<file path="src/rtl/panel_serializer.sv">
// Dual-device 74HC595 chain driver: captures two words, shifts them out MSB
// first with a divided shift clock, latches them, then displays each one for a
// fixed dwell while alternating between the two devices.
module panel_serializer #(
    parameter int unsigned WIDTH = 32,
    parameter int unsigned DIV   = 4,
    parameter int unsigned DWELL = 64
) (
    input  logic             clk,
    input  logic             rst,
    input  logic             load,
    input  logic [WIDTH-1:0] rA,
    input  logic [WIDTH-1:0] rB,
    output logic             ser_out,
    output logic             shcp,
    output logic             stcp,
    output logic             oe_n,
    output logic [1:0]       dev_sel,
    output logic             busy,
    output logic             word_done
);
    localparam int unsigned   BW       = (WIDTH > 1) ? $clog2(WIDTH) : 1;
    localparam logic [7:0]    DIV_LAST = 8'(DIV - 1);
    localparam logic [BW-1:0] BIT_LAST = BW'(WIDTH - 1);
    localparam logic [15:0]   DW_LAST  = 16'(DWELL - 1);

    typedef enum logic [1:0] {ST_IDLE, ST_SHIFT, ST_LATCH, ST_DWELL} state_t;

    state_t           st, st_n;
    logic [7:0]       div_cnt, div_n;
    logic             ph, ph_n;           // 0: shcp low half, 1: shcp high half
    logic [BW-1:0]    bit_cnt, bit_n;
    logic [15:0]      dw_cnt, dw_n;
    logic             dev, dev_n;         // 0: device 1, 1: device 2
    logic [WIDTH-1:0] sh_a, sh_b, sa_n, sb_n;
    logic [WIDTH-1:0] pa, pb, pa_n, pb_n; // loads arriving mid-frame wait here
    logic             pend, pend_n;
    logic [WIDTH-1:0] word, word_n;       // MSB drives ser_out
    logic             dwell_end;
    logic             ser_d, shcp_d, stcp_d, oe_d, busy_d, done_d;
    logic [1:0]       sel_d;
    logic [1:0]       rst_sync;
    logic             rst_n_int;

    // Assert reset asynchronously, release it two clocks after rst rises.
    always_ff @(posedge clk or negedge rst) begin
        if (!rst) rst_sync <= 2'b00;
        else      rst_sync <= {rst_sync[0], 1'b1};
    end
    assign rst_n_int = rst_sync[1];

    // Next-state, counters, shadow update and next registered output values.
    always_comb begin
        st_n   = st;
        div_n  = div_cnt;
        ph_n   = ph;
        bit_n  = bit_cnt;
        dw_n   = dw_cnt;
        dev_n  = dev;
        sa_n   = sh_a;
        sb_n   = sh_b;
        pa_n   = pa;
        pb_n   = pb;
        pend_n = pend;
        word_n = word;
        dwell_end = (st == ST_DWELL) && (dw_cnt == DW_LAST);

        // A load mid-frame is parked until the next word boundary.
        if (load && (st != ST_IDLE) && !dwell_end) begin
            pa_n   = rA;
            pb_n   = rB;
            pend_n = 1'b1;
        end

        case (st)
            ST_IDLE: begin
                if (load) begin
                    st_n   = ST_SHIFT;
                    dev_n  = 1'b0;
                    sa_n   = rA;
                    sb_n   = rB;
                    word_n = rA;
                    div_n  = '0;
                    ph_n   = 1'b0;
                    bit_n  = '0;
                    pend_n = 1'b0;
                end
            end
            ST_SHIFT: begin
                if (div_cnt == DIV_LAST) begin
                    div_n = '0;
                    if (!ph) begin
                        ph_n = 1'b1;
                    end else begin
                        ph_n = 1'b0;
                        if (bit_cnt == BIT_LAST) begin
                            bit_n = '0;
                            st_n  = ST_LATCH;
                        end else begin
                            bit_n  = bit_cnt + BW'(1);
                            word_n = word << 1;
                        end
                    end
                end else begin
                    div_n = div_cnt + 8'd1;
                end
            end
            ST_LATCH: begin
                if (div_cnt == DIV_LAST) begin
                    div_n = '0;
                    dw_n  = '0;
                    st_n  = ST_DWELL;
                end else begin
                    div_n = div_cnt + 8'd1;
                end
            end
            default: begin
                if (dwell_end) begin
                    dw_n   = '0;
                    dev_n  = ~dev;
                    st_n   = ST_SHIFT;
                    div_n  = '0;
                    ph_n   = 1'b0;
                    bit_n  = '0;
                    pend_n = 1'b0;
                    // A load on this very cycle beats any parked one.
                    if (load) begin
                        sa_n = rA;
                        sb_n = rB;
                    end else if (pend) begin
                        sa_n = pa;
                        sb_n = pb;
                    end
                    word_n = dev_n ? sb_n : sa_n;
                end else begin
                    dw_n = dw_cnt + 16'd1;
                end
            end
        endcase

        // Outputs are registered from the next state so they line up with it.
        ser_d  = (st_n == ST_SHIFT) && word_n[WIDTH-1];
        shcp_d = (st_n == ST_SHIFT) && ph_n;
        stcp_d = (st_n == ST_LATCH);
        oe_d   = (st_n != ST_DWELL);
        sel_d  = (st_n == ST_DWELL) ? (dev_n ? 2'b10 : 2'b01) : 2'b00;
        busy_d = (st_n != ST_IDLE);
        done_d = (st_n == ST_DWELL) && (dw_n == DW_LAST);
    end

    // State, counters, shadows and output registers.
    always_ff @(posedge clk or negedge rst_n_int) begin
        if (!rst_n_int) begin
            st        <= ST_IDLE;
            div_cnt   <= '0;
            ph        <= 1'b0;
            bit_cnt   <= '0;
            dw_cnt    <= '0;
            dev       <= 1'b0;
            sh_a      <= '0;
            sh_b      <= '0;
            pa        <= '0;
            pb        <= '0;
            pend      <= 1'b0;
            word      <= '0;
            ser_out   <= 1'b0;
            shcp      <= 1'b0;
            stcp      <= 1'b0;
            oe_n      <= 1'b1;
            dev_sel   <= 2'b00;
            busy      <= 1'b0;
            word_done <= 1'b0;
        end else begin
            st        <= st_n;
            div_cnt   <= div_n;
            ph        <= ph_n;
            bit_cnt   <= bit_n;
            dw_cnt    <= dw_n;
            dev       <= dev_n;
            sh_a      <= sa_n;
            sh_b      <= sb_n;
            pa        <= pa_n;
            pb        <= pb_n;
            pend      <= pend_n;
            word      <= word_n;
            ser_out   <= ser_d;
            shcp      <= shcp_d;
            stcp      <= stcp_d;
            oe_n      <= oe_d;
            dev_sel   <= sel_d;
            busy      <= busy_d;
            word_done <= done_d;
        end
    end
endmodule
</file>
<file path="config.mk">
export PLATFORM = sky130hd
export DESIGN_NAME = panel_serializer
export DESIGN_NICKNAME = d
export VERILOG_FILES = /design/src/rtl/panel_serializer.sv
export SDC_FILE = /design/constraint.sdc
export NUM_CORES = 1
export LEC_CHECK = 0
export CAP_MARGIN = 0
export CORE_UTILIZATION = 54
export CTS_CLUSTER_SIZE = 8
export DETAILED_ROUTE_END_ITERATION = 12
export PLACE_DENSITY = 0.77
export SYNTH_ARGS = -nofsm -noshare
export SYNTH_HDL_FRONTEND = slang
export SYNTH_SLANG_ARGS = --single-unit
</file>
<file path="constraint.sdc">
create_clock -name clk -period 5.85 [get_ports clk]
set_input_delay 1.17 -clock clk [delete_from_list [all_inputs] [get_ports clk]]
set_output_delay 1.17 -clock clk [all_outputs]
set_load 0.02 [all_outputs]
</file>
[Word level (Yosys, flattened, before mapping)]
Index checks and enable logic that the tools add are counted.
Word-level totals
  register bits: 204
  bits in latches: 0
  RAM bits: 0
  ROM bits: 0
  input port bits: 67
  output and inout port bits: 8
  memories: 0
Cells by class
  add/sub/neg operators: 3
  multiply operators: 0
  div/mod/pow operators: 0
  order comparisons: 0
  equal/unequal tests: 15
  shift-type cells: 0
  multiplexer cells: 51
  bitwise operators: 3
  reduce and logical (&&, ||, !) cells: 19
Operator list (count)
  $mux 32: 14
  $pmux 32 s2: 2
  $pmux 32 s3: 1
  $eq 16x6->1 const B: 2
  $mux 16: 2
  $pmux 16 s2: 1
  $mux 5: 5
  $mux 8: 3
  $add 16x1->16 const B: 1
  $mux 2: 8
  $pmux 8 s2: 1
  $pmux 5 s3: 1
  $ne 2x2->1 const B: 5
  $mux 1: 9
  $add 8x1->8 const B: 1
  $eq 2x2->1 const B: 4
  $eq 8x2->1 const B: 1
  $logic_and 1x1->1: 6
  $pmux 2 s3: 1
  $reduce_and 6->1: 1
  $reduce_bool 2->1: 3
  $reduce_bool 3->1: 2
  $add 5x1->5 const B: 1
  $eq 5x5->1 const B: 1
  other kinds (10): 15

[Logic depth before layout (Yosys ltp)]
  depth in word-level cells: 7
  gate-level depth with buffers: 10
  depth with buffers taken out: 10

[Worst setup path before layout]
OpenSTA, ideal clock, no wires.
  path type: input to register
  start point: input load
  end point: register word_done
  arrival time: 2.543 ns
  data required time: 5.754 ns
  path slack: 3.211 ns
  stages: 8
  path buffers: 1
  cells stage by stage: clkbuf_1 nor2b_1 a211oi_1 nor2_1 o32a_1 nand2_2 or4_1 nor4_2
On the way
  cells in the longest elaborated chain, start to end: 4
RTL lines
  start: declaration: line 11  | input logic load,
  $mux 2: line 77  | if (load) begin
  $pmux 2 s3: line 75  | case (st)
  named net st_n[1]: line 29  | state_t st, st_n;
  $eq 2x2->1: line 148  | done_d = (st_n == ST_DWELL) && (dw_n == DW_LAST);
  $logic_and 1x1->1: line 148
  named net done_d: line 40  | logic ser_d, shcp_d, stcp_d, oe_d, busy_d, done_d;
  end signal: assignment: line 192  | word_done <= done_d;
  end: declaration: line 20  | output logic word_done
The timed path passes the listed nets, and every way through them passes these cells.
A chain may end at the register's enable or synchronous reset.

[Worst setup path after layout]
  start point: register st[0]
  end point: register word[5]
On the way
  cells in the longest elaborated chain, start to end: 4
RTL lines
  start: declaration: line 29
  start signal: assignment: line 174  | st <= st_n;
  $eq 2x2->1: line 66  | dwell_end = (st == ST_DWELL) && (dw_cnt == DW_LAST);
  $logic_and 1x1->1: line 66
  $reduce_bool 3->1 (no line)
  $reduce_and 6->1 (no line)
  end signal: assignment: line 185  | word <= word_n;
  end: declaration: line 38  | logic [WIDTH-1:0] word, word_n;
Parallel ways exist; a longest one is shown, timed or not.

==> results.json <==
{
  "cap_violations": 0,
  "pwr-share-comb_pct": 37.1,
  "crit_fanout": 36,
  "grt_max_degree": 142,
  "worst_ep_required_time_ps": 6290,
  "setup_tns_ps": 0,
  "fillers": 1650,
  "fin_crit_ps": 4120,
  "wl_mm": 25.3,
  "cts_hold_buffers": 0,
  "ys_types": 64,
  "finalHoldViolations": 0,
  "yosysTopAreaCellShare_pct": 46.4,
  "root_buffer": "clkbuf_16",
  "grt_pass1_vias": 8453,
  "worst_setup_path_end_kind": "flop",
  "drc": 0,
  "p_int_uw": 4000,
  "hp-class": "reg2reg",
  "fin_cells": 1491,
  "p_leak_uw": 0.00495,
  "postCtsSetupBuffers": 0,
  "dp_hpwl_mm": 16.0,
  "worstReg2RegStart": "st[0]",
  "p_clk_share_pct": 24.2,
  "relSlewSlack_pct": 24.5,
  "drive_above_1_share_pct": 11.6,
  "synth-main-ff-cell": "dfrtp_1",
  "vias_per_cell": 5.96,
  "via_count": 8887,
  "h-tree-depth": 1,
  "wl_per_cell_um": 17.0,
  "clk_pin_slew_ps": 50,
  "io_buffers": 74,
  "coreArea_um2": 19700,
  "p_seq_share_pct": 38.7,
  "fmax_mhz": 243,
  "tightest_slew_ps": 1130,
  "clock_skew_ps": 19.6,
  "critPathArrivalTime_ps": 4560,
  "syn-cell-area_um2": 11000,
  "synth_fp_nets": 1260,
  "initial_core_util_pct": 55.7,
  "synth_edf_count": 0,
  "ios": 75,
  "yosysTopAreaCell": "dfrtp_1",
  "async_flop_share_pct": 100,
  "ys.warnings.count": 0,
  "grt_overflow": 0,
  "grt_pass1_wl_mm": 42.2,
  "switchingPower_uw": 2260,
  "firstDrtPassIters": 5,
  "clock-sinks": 204,
  "setup_viol": 0,
  "critPathLaunchType": "flop",
  "hold_start": "rst_sync[0]",
  "avgSynthCellArea_um2": 9.25,
  "synth.area.top_cells": "dfrtp_1 46%, a21oi_1 8.9%, mux2i_1 8.9%, nor2_1 8.3%, mux2_2 6.9%",
  "ir_drop_v": 0.000332,
  "p_per_area_nw_per_um2": 497,
  "p_sw_share_pct": 36.1,
  "crit_start": "st[0]",
  "place.detailed.instances": 1448,
  "cts_buffers": 29,
  "final_net_count": 1289,
  "drtIter0Drc": 558,
  "die_h_um": 144,
  "cts_tree": "done",
  "ctsResizeCount": 0,
  "path_class": "reg2reg",
  "syn_inst": 1185,
  "ys_seq_area_share_pct": 46.6,
  "rsz0062_at_grt": "false",
  "ys_ff_latch": 204,
  "grt_antenna_before_repair": 1,
  "slew_viol_final": 0,
  "syn_to_final_growth_pct": 15.0,
  "cts_buffer_depth": 3,
  "dieArea_um2": 20900,
  "rows": 51,
  "grt.total_usage_pct": 25.5,
  "dieWidth_um": 144,
  "clk_latency_ps": 530,
  "period_share_pct": 70.5,
  "ant_nets": 0,
  "status": "completed",
  "gp_congestion": 0.838
}
worst paths after layout:
check	end	cells past startpoint	slack, ps
setup reg to reg	word[5]	9	1730
hold / removal	rst_sync[1]	0	350
min in group asynchronous	sh_b[3]	0	410
max in group asynchronous	pend	1	4160
setup / recovery	word[5]	9	1730
hold reg to reg	rst_sync[1]	0	350
routing by layer:
| layer | track usage, % | routed length (um) | up-vias |
|---|---|---|---|
| met5 | 0 | 0 | - |
| met4 | 8.03 | 529 | 0 |
| met3 | 2.78 | 1320 | 40 |
| met2 | 41.0 | 11800 | 243 |
| met1 | 36.3 | 11700 | 4353 |
| li1 | - | - | 4251 |
cells by family (layout without fill, tap and decap cells):
| group | count (synthesis) | in the layout | share of synthesized area, % |
|---|---|---|---|
| mux | 165 | 165 | 15.9 |
| flops | 204 | 204 | 46.6 |
| compound gates | 311 | 311 | 16.3 |
| fa+ha+maj | 8 | 8 | 0.914 |
| simple gates | 384 | 384 | 15.3 |
| other cells | 1 | 2 | 0.0342 |
| xor+xnor | 12 | 12 | 0.959 |
| buf+inv | 100 | 140 | 4.02 |
critical path, stage by stage (launching register included):
cell and delay, ps:
dfrtp_1 450, ha_1 540, inv_2 170, or3_1 490, nor2_2 640, o311ai_1 410, a21oi_4 630, buf_4 440
nor2_1 80, a31oi_1 150
layout make-up:
| type | count | area (um^2) | area share (%) |
|---|---|---|---|
| Inverter | 12 | 45.0 | 0.357 |
| Antenna cell | 1 | 2.50 | 0.0199 |
| Multi-Input combinational cell | 881 | 5450 | 43.3 |
| Sequential cell | 204 | 5110 | 40.6 |
| Clock inverter | 1 | 30.0 | 0.238 |
| Tap cell | 265 | 332 | 2.63 |
| Clock buffer | 41 | 771 | 6.12 |
| Timing Repair Buffer | 86 | 853 | 6.77 |
cell usage after synthesis (6+ instances only):
library cell	n
dfrtp_1	203
buf_2	25
nand3_1	14
buf_1	12
mux2_2	67
a21oi_1	194
nor2_1	242
nand4_1	7
nand2_1	72
inv_1	10
nor3_1	6
mux2i_1	97
a31oi_1	33
xnor2_1	7
a22oi_1	31
o21ai_0	24
ha_1	8
clkbuf_1	46
cells in the final DEF (no fill, tap or decap), types with 11 or more instances in the layout:
cell               n
mux2i_1           97
a31oi_1           33
nand2_1           72
clkbuf_1          12
a21oi_1          194
nor2_1           240
o21ai_0           24
mux2_2            67
nand3_1           14
dfrtp_1          200
clkbuf_16         29
a22oi_1           31
buf_4             11
clkdlybuf4s50_1   73
power groups by stage:
stage	Clock [uW]	Combinational, uW	Sequential (uW)
2_1_floorplan	0	1910	2300
3_3_place_gp	0	2230	2410
3_5_place_dp	0	2310	2440
4_1_cts	1540	2330	2420
5_1_grt	1600	2620	2500
6_report	1520	2320	2430
through the flow:
step	hold slack, ps	cell area, um^2	power, uW	util (%)	worst slack [ps]
after floorplan	331	11000	4210	-	2490
after global placement	336	11800	4640	60.0	1950
after detailed placement	342	11800	4750	60.0	1840
after CTS	352	12600	6290	64.1	1780
after global routing	352	12600	6730	64.1	1370
final	349	12600	6270	64.1	1730
sequential cells by signal, summed over array words and instances, names as in the netlist:
register / cells
sh_a: 32
rst_sync: 2
busy: 1
pb: 32
stcp: 1
bit_cnt: 5
pend: 1
st: 2
pa: 32
dev_sel: 2
div_cnt: 8
word: 32
ser_out: 1
ph: 1
oe_n: 1
shcp: 1
sh_b: 32
dev: 1
word_done: 1
dw_cnt: 16
Note: power is estimated with default switching activity, not from simulation.
